<file path="src/rtl/noc_pkg.sv">
// Shared flit layout and router-wide constants for the NoC output port.
package noc_pkg;
    localparam int FLIT_W      = 23;
    localparam int PAYLOAD_MSB = 22;
    localparam int PAYLOAD_LSB = 7;
    localparam int ADDR_MSB    = 6;
    localparam int ADDR_LSB    = 3;
    localparam int TGT_MSB     = 2;
    localparam int TGT_LSB     = 0;
    localparam int TGT_W       = TGT_MSB - TGT_LSB + 1;
    localparam int BUF_DEPTH   = 9;

    typedef logic [FLIT_W-1:0] flit_t;

    typedef enum logic {
        PORT_IDLE = 1'b0,
        PORT_SEND = 1'b1
    } port_state_t;
endpackage

</file>
<file path="src/rtl/noc_rr_arbiter.sv">
// Round-robin arbiter: one-hot grant starting at a rotating pointer that
// advances past the winner; no grant while en_i is low.
module noc_rr_arbiter #(
    parameter int N = 5,
    localparam int PTR_W = (N > 1) ? $clog2(N) : 1
) (
    input  logic             clk,
    input  logic             rst,
    input  logic [N-1:0]     req_i,
    input  logic             en_i,
    output logic [N-1:0]     grant_o,
    output logic [PTR_W-1:0] gnt_idx_o
);
    logic [PTR_W-1:0] ptr_q, ptr_d;
    logic [N-1:0]     grant_d;
    logic [PTR_W-1:0] idx_d;
    logic             found;
    int               j;

    always_comb begin
        grant_d = '0;
        idx_d   = '0;
        found   = 1'b0;
        j       = 0;
        for (int k = 0; k < N; k++) begin
            j = (int'(ptr_q) + k) % N;
            if (en_i && !found && req_i[j]) begin
                found      = 1'b1;
                grant_d[j] = 1'b1;
                idx_d      = PTR_W'(j);
            end
        end
        if (int'(idx_d) == N - 1) ptr_d = '0;
        else                      ptr_d = idx_d + PTR_W'(1);
    end

    always_ff @(posedge clk or posedge rst) begin
        if (rst)        ptr_q <= '0;
        else if (found) ptr_q <= ptr_d;
    end

    assign grant_o   = grant_d;
    assign gnt_idx_o = idx_d;
endmodule

</file>
<file path="src/rtl/noc_output_port.sv">
// Router output port: matches head flits to PORT_ID, arbitrates round-robin,
// pops the winner and drives a registered, credit-guarded link.
// Optional stall counter enabled by macro NOC_OPORT_STALL_CNT_EN.
module noc_output_port
    import noc_pkg::*;
#(
    parameter int N_IN    = 5,
    parameter int PORT_ID = 0,
    parameter int CREDITS = BUF_DEPTH,
    parameter int FLIT_W  = noc_pkg::FLIT_W
) (
    input  logic                   clk,
    input  logic                   rst,
    input  logic [N_IN*FLIT_W-1:0] in_flit,
    input  logic [N_IN-1:0]        in_nempty,
    output logic [N_IN-1:0]        in_pop,
    input  logic                   credit_in,
    output logic                   out_valid,
    output logic [FLIT_W-1:0]      out_flit,
    output logic [3:0]             credits,
    output logic [15:0]            stall_cnt
);
    localparam int         PTR_W    = (N_IN > 1) ? $clog2(N_IN) : 1;
    localparam logic [3:0] CRED_MAX = 4'(CREDITS);

    logic [N_IN-1:0]   req;
    logic [N_IN-1:0]   grant;
    logic [PTR_W-1:0]  gnt_idx;
    logic              send;
    logic [FLIT_W-1:0] gnt_flit;
    logic [3:0]        credits_q, credits_d;
    logic              credit_ovf;
    port_state_t       state_q;
    logic [FLIT_W-1:0] flit_q;

    always_comb begin
        for (int i = 0; i < N_IN; i++)
            req[i] = in_nempty[i] &&
                     (in_flit[i*FLIT_W + TGT_LSB +: TGT_W] == TGT_W'(PORT_ID));
    end

    noc_rr_arbiter #(.N(N_IN)) u_arb (
        .clk       (clk),
        .rst       (rst),
        .req_i     (req),
        .en_i      (credits_q != 4'd0),
        .grant_o   (grant),
        .gnt_idx_o (gnt_idx)
    );

    // Popping during reset would corrupt buffers that are being reset alongside us.
    assign in_pop   = rst ? '0 : grant;
    assign send     = |in_pop;
    assign gnt_flit = in_flit[int'(gnt_idx)*FLIT_W +: FLIT_W];

    always_comb begin
        credits_d  = credits_q;
        credit_ovf = 1'b0;
        unique case ({send, credit_in})
            2'b10: credits_d = credits_q - 4'd1;
            2'b01: begin
                if (credits_q == CRED_MAX) credit_ovf = 1'b1;
                else                       credits_d  = credits_q + 4'd1;
            end
            default: ;
        endcase
    end

    always_ff @(posedge clk or posedge rst) begin
        if (rst) begin
            state_q   <= PORT_IDLE;
            flit_q    <= '0;
            credits_q <= CRED_MAX;
        end else begin
            credits_q <= credits_d;
            unique case (state_q)
                PORT_IDLE: if (send) state_q <= PORT_SEND;
                PORT_SEND: if (!send) state_q <= PORT_IDLE;
                default:   state_q <= PORT_IDLE;
            endcase
            if (send) flit_q <= gnt_flit;
        end
    end

    assign out_valid = (state_q == PORT_SEND);
    assign out_flit  = flit_q;
    assign credits   = credits_q;

`ifdef NOC_OPORT_STALL_CNT_EN
    logic [15:0] stall_q;

    always_ff @(posedge clk or posedge rst) begin
        if (rst)
            stall_q <= '0;
        else if ((|req) && (credits_q == 4'd0) && (stall_q != 16'hFFFF))
            stall_q <= stall_q + 16'd1;
    end

    assign stall_cnt = stall_q;
`else
    assign stall_cnt = '0;
`endif

`ifndef SYNTHESIS
    // Returning a credit while already full means downstream lost count.
    always @(posedge clk) begin
        if (!rst) begin
            assert (!credit_ovf)
            else $warning("noc_output_port: credit_in while credits already at maximum");
        end
    end
`endif
endmodule

</file>
<file path="config.mk">
export PLATFORM = sky130hd
export DESIGN_NAME = noc_output_port
export DESIGN_NICKNAME = d
export VERILOG_FILES = /design/src/rtl/noc_pkg.sv /design/src/rtl/noc_rr_arbiter.sv /design/src/rtl/noc_output_port.sv
export SDC_FILE = /design/constraint.sdc
export NUM_CORES = 1
export LEC_CHECK = 0
export ABC_AREA = 1
export CAP_MARGIN = 20
export CORE_MARGIN = 5
export CORE_UTILIZATION = 47
export CTS_CLUSTER_DIAMETER = 60
export DETAILED_ROUTE_END_ITERATION = 8
export PLACE_DENSITY = 0.84
export SLEW_MARGIN = 20
export SYNTH_ARGS = -nofsm -noshare
export SYNTH_HDL_FRONTEND = slang
export SYNTH_SLANG_ARGS = --single-unit
</file>
<file path="constraint.sdc">
create_clock -name clk -period 6 [get_ports clk]
set_input_delay 1.2 -clock clk [delete_from_list [all_inputs] [get_ports clk]]
set_output_delay 1.2 -clock clk [all_outputs]
set_load 0.05 [all_outputs]
</file>
-- After elaboration in Yosys (flattened, before gate mapping)
Index checks and enable logic that the tools add are counted.
- add/sub/neg operators: 7
- $mul: 1
- div/mod/pow operators: 5
- magnitude comparators: 10
- equal/unequal tests: 5
- shift-type cells: 1
- muxes and demuxes: 45
- bitwise gates (word level): 4
- reduce and logical (&&, ||, !) cells: 32
- operator list (operator ; number):
    $ge A32 B1 Y1 const B ; 5
    $lt A32 B5 Y1 const B ; 5
    $mod A32 B4 Y32 const B ; 4
    $shiftx A115 B9 Y23 ; 1
    $mod A4 B4 Y32 const B ; 1
    $mux W5 ; 6
    $mux W1 ; 21
    $or A5 B5 Y5 ; 4
    $logic_and A1 B1 Y1 ; 19
    $mux W3 ; 6
    $bmux W1 S3 ; 5
    $demux W1 S3 ; 5
    $logic_not A3 Y1 ; 5
    $add A3 B2 Y4 const B ; 2
    $mul A3 B5 Y8 const B ; 1
    $pmux W4 S2 ; 1
    $reduce_or A5 Y1 ; 1
    $add A3 B1 Y4 const B ; 1
    $add A3 B3 Y4 const B ; 1
    $add A4 B1 Y4 const B ; 1
    $eq A4 B4 Y1 const B ; 1
    $logic_not A1 Y1 ; 4
    $mux W4 ; 1
    $reduce_bool A4 Y1 ; 1
    8 further kinds ; 8
- flip-flop bits (word level): 31
- output and inout port bits: 49
- logic and storage cells: 114

-- Depth between registers and ports, before layout
- word-level depth: 28
- depth in mapped cells: 41
- gate-level depth less buffers: 38

-- Modules after synthesis
From an unflattened synthesis, not the netlist that was laid out.
- cells, all modules: 760
- area total of the unflattened synthesis: 4904.7 um2
- modules (own cells, without submodules) (module ; instances ; cells an instance ; area each (um2)):
    noc_output_port ; 1 ; 366 ; 2499.9
    noc_rr_arbiter ; 1 ; 394 ; 2404.8

-- Worst setup path after synthesis
OpenSTA, ideal clock, no wires.
- kind: register to output
- start: register u_arb.ptr_q[0]
- end: output port in_pop[3]
- data arrival time: 3774 ps
- required time: 4800 ps
- path slack: 1026 ps
- cell stages (with the launch flop): 24
- path buffers: 2
- path through: dfrtp_1 > buf_4 > inv_1 > buf_4 > ha_1 > inv_1 > ha_1 > inv_1 > ha_1 > inv_1 > ha_1 > o21ai_0 > o21ai_0 > nand3_2 > and2_1 > o21ai_2 > nand3_1 > nand3_2 > nand4_1 > nor2_4 > nand3_1 > nand2_1 > nand2_1 > inv_1
- cells in the longest elaborated chain, start to end: 23
- elaborated cells between the ends (all ways): 76
- ends and longest elaborated chain (element ; line ; source):
    start: declaration ; noc_rr_arbiter.sv:14 ; logic [PTR_W-1:0] ptr_q, ptr_d;
    start signal: assignment ; noc_rr_arbiter.sv:39 ; else if (found) ptr_q <= ptr_d;
    branches (longest 21 deep; another with $mod A32 B4 Y32) ; - ;
    $mux W5 * ; noc_rr_arbiter.sv:27 ; if (en_i && !found && req_i[j]) begin
    $mux W5 * ; noc_output_port.sv:52 ; assign in_pop = rst ? '0 : grant;
    end: declaration ; noc_output_port.sv:16 ; output logic [N_IN-1:0] in_pop,
Mark *: on every way between the ends. The select of a mux whose other input is x is not followed.

-- Worst setup path in the final report
- start: register u_arb.ptr_q[1]
- end: output port in_pop[1]
Same word-level chain as after synthesis.

==> flow_summary_export.csv <==
group,metric,value,unit
status,outcome,"complete, no violations",
setup_path,regToRegSetupSlack,760,ps
global_route,grt_max_degree,60,
floorplanning,fp.dieH,110.2,um
finish,area_delta_synth_final,35.30,%
global_route,met2_usage,38.82,%
timing,hold_violations,0,
clocking,cts_hold_buf,0,
yosys,synth-seq-cells,31,
floorplanning,die-area,12150,um2
timing,rsz0062_at_grt,"no",
setup_path,cpMostUsedCell,"nand2_1",
routing,drt-total-wl,13560,um
routing,drt_iter0_drc,246,
finish,multi_input_area,3273,um2
clocking,clkTransAtPathRegs,70,ps
global_route,first_global_vias,4907,
yosys,synth_edf_count,0,
floorplanning,rows,36,
global_route,grt_busiest_layer,"met2",
setup_path,path_max_fanout,11,
finish,final_common_cell,"nand2_1",
floorplanning,fp.dieW,110.2,um
routing,vias,5174,
finish,nFillCells,880,
yosys,ys_seq_area_share,16.49,%
routing,post_drt_wl_per_cell,13.20,um
setup_path,max_stage_delay,560,ps
finish,final_area,6387,um2
setup_path,worst-path-buf-inv,5,
global_route,gr-total-overflow,0,
placed_design,place_hpwl,11110,um
timing,worstMarginPinSlew,950.7,ps
timing,timing.fmax,180.9,MHz
global_route,grt_use_met3,4.601,%
finish,num_antenna_cells,0,
clocking,cts_tree,"yes",
routing,vias_per_cell,5.038,
timing,finalSetupTns,0,ps
placed_design,dpl_cell_area,6284,um2
min_path,holdCritPathClass,"reg -> reg",
yosys,synth_cell_types,50,
timing,layout_min_cycle_time,5528,ps
setup_path,endpoint_kind,"output port",
floorplanning,start_util,48.30,%
timing,timing.final.crit_share,92.13,%
yosys,netlist_instances,750,
finish,layout_common_cells,"nand2_1 (202), clkdlybuf4s50_1 (150), inv_1 (101)",
placed_design,dp_cells,1018,
job,drv_cap,0,
global_route,grt_pass1_wl,21840,um
yosys,ys.flop_type,"dfrtp_1",
setup_path,cp-start-kind,"register",
timing,fin_worst_skew,6.173,ps
yosys,ys_async_sr_fraction,100.0,%
clocking,clk_latency,280,ps
timing,maxSlewHeadroom,36.39,%
yosys,syn_area,4721,um2
setup_path,crit_type,"reg -> out",
placed_design,place_congestion,1.000,
global_route,gr-usage-met1,26.23,%
finish,seqCellArea,778.2,um2
clocking,htreeDepth,2,
setup_path,critical_path_arrival,4330,ps
global_route,antenna_found_initial,0,
floorplanning,ios,172,
setup_path,crit_family,"simple AND/OR/NAND/NOR gates",
clocking,numCtsBuffers,5,
routing,route.detailed.drc,0,
routing,ant_nets,0,
timing,finalSetupViolCount,0,
placed_design,io_buffers,155,
clocking,clock_path_buffers,2,
yosys,yosysWarnings,0,
clocking,clock-sinks,31,
timing,slew_viol_final,0,
setup_path,cp.required,4800,ps
floorplanning,core-area,9774,um2
setup_path,path_cells,"inv_1 -> ha_2 -> clkinv_2 -> ha_1 -> nor2_1 -> nand2_1 -> nand2_2 -> clkinv_1 -> nand2_1 -> nand2_1 -> nand2_2 -> nand3_2 -> and2_1 -> o21ai_2 -> nand3_1 -> nand3_2 -> nand4_1 -> nor2_4 -> nand3_1 -> nand2_1 -> nand2_1 -> inv_1 -> buf_12",
setup_path,slowest_stage,"dfrtp_1",
clocking,cts_root_buf,"clkbuf_8",
finish,drive_above_1_share,12.75,%
global_route,grt_usage,21.99,%
finish,finalNonFillerCells,1027,
routing,dr.pass1.iters,4,
finish,nets,1046,
timing,timing.hold.ws,499.0,ps
yosys,syn-mean-instance-area,6.294,um2
==> layer usage <==
layer	share of wire (%)	up-vias
li1	-	2700
met1	40	2248
met2	49	199
met3	8.8	27
met4	2.9	0
met5	0	-
==> synthesized netlist by cell type (2+ instances only) <==
master	n	area (um2)
o211ai_1	47	352.8
or2_2	2	12.51
dfstp_2	2	52.55
nor2_2	10	62.56
inv_1	101	379.1
nand2_2	18	112.6
o21ai_1	6	30.03
dfrtp_1	29	725.7
nor2_1	52	195.2
buf_6	3	33.78
a21oi_2	22	192.7
nor3_1	14	70.07
xor2_1	7	61.31
buf_4	29	217.7
inv_2	14	52.55
o21ai_0	17	85.08
ha_1	28	350.3
a21o_1	2	15.01
o22ai_1	3	18.77
nor2_4	3	33.78
and2_1	2	12.51
o21ai_2	6	52.55
a21oi_1	31	155.2
nand4_1	14	87.58
nand2_1	203	762.0
nand2_4	2	22.52
nand3_1	41	205.2
nand3_2	6	60.06
o31ai_1	2	15.01
buf_2	9	45.04
and2_0	2	12.51
nor4_1	4	25.02
nand4_2	2	25.02
==> per-stage QoR <==
step	setup WS [ps]	utilization [%]
CTS	412.7	65.18
detailed placement	433.1	64.29
global placement	692.6	64.29
floorplan	1026	-
global route	73.64	65.35
finish	472.1	65.35
==> path summary, 6_finish.rpt <==
path | from | to | depth (start not counted)
min in group asynchronous | rst | out_flit[1]$_DFFE_PP0P_ | 2
max in group asynchronous | rst | u_arb.ptr_q[1]$_DFFE_PP0P_ | 3
hold / removal | out_flit[0]$_DFFE_PP0P_ | out_flit[0]$_DFFE_PP0P_ | 2
setup reg to reg | u_arb.ptr_q[1]$_DFFE_PP0P_ | credits[3]$_DFFE_PP1P_ | 34
hold reg to reg | out_flit[0]$_DFFE_PP0P_ | out_flit[0]$_DFFE_PP0P_ | 2
setup / recovery | u_arb.ptr_q[1]$_DFFE_PP0P_ | in_pop[1] | 23
==> what timing repair did <==
item | 4_1_cts | 5_1_grt
setup endpoints to repair | 0 | 5
setup buffers | 0 | 1
gates resized for setup | 0 | 2
==> logic make-up (layout without fill, tap and decap cells) <==
| family | count (synthesis) | count (layout) | synth area share [%] |
|---|---|---|---|
| adders and majority gates | 29 | 29 | 7.845 |
| AOI/OAI and AO/OA | 142 | 142 | 20.59 |
| DFF | 31 | 31 | 16.49 |
| buffers and inverters | 158 | 286 | 15.61 |
| and+or+nand+nor | 379 | 380 | 37.11 |
| muxes | 1 | 1 | 0.2120 |
| other | 1 | 16 | 0.07944 |
| xor gates and xnor gates | 9 | 9 | 2.067 |
==> cell type report <==
class                      count  area share [%]
clock buffer                   6           1.293
clock inverter                 1         0.07835
inverter                     117           6.895
multi-input combinational    577           51.24
sequential                    31           12.18
tap                          133           2.605
timing repair buffer         162           25.70
==> flip-flops by register name (all words and copies together) (netlist names) <==
name         count
out_flit        23
credits          4
u_arb.ptr_q      3
out_valid        1
==> worst reg2reg max path, delay by kind of cell (launching register included) <==
kind                     cells  cell delay (ps)
AND/OR/NAND/NOR             23             2360
adder cells (fa/ha/maj)      3             1090
buffers and inverters        6              740
flip-flops                   1              560
AO/OA/AOI/OAI                2              440
Power is left out: the tool's default activity adds up to more than one toggle a clock period on the data nets, which glitch-free logic cannot reach.
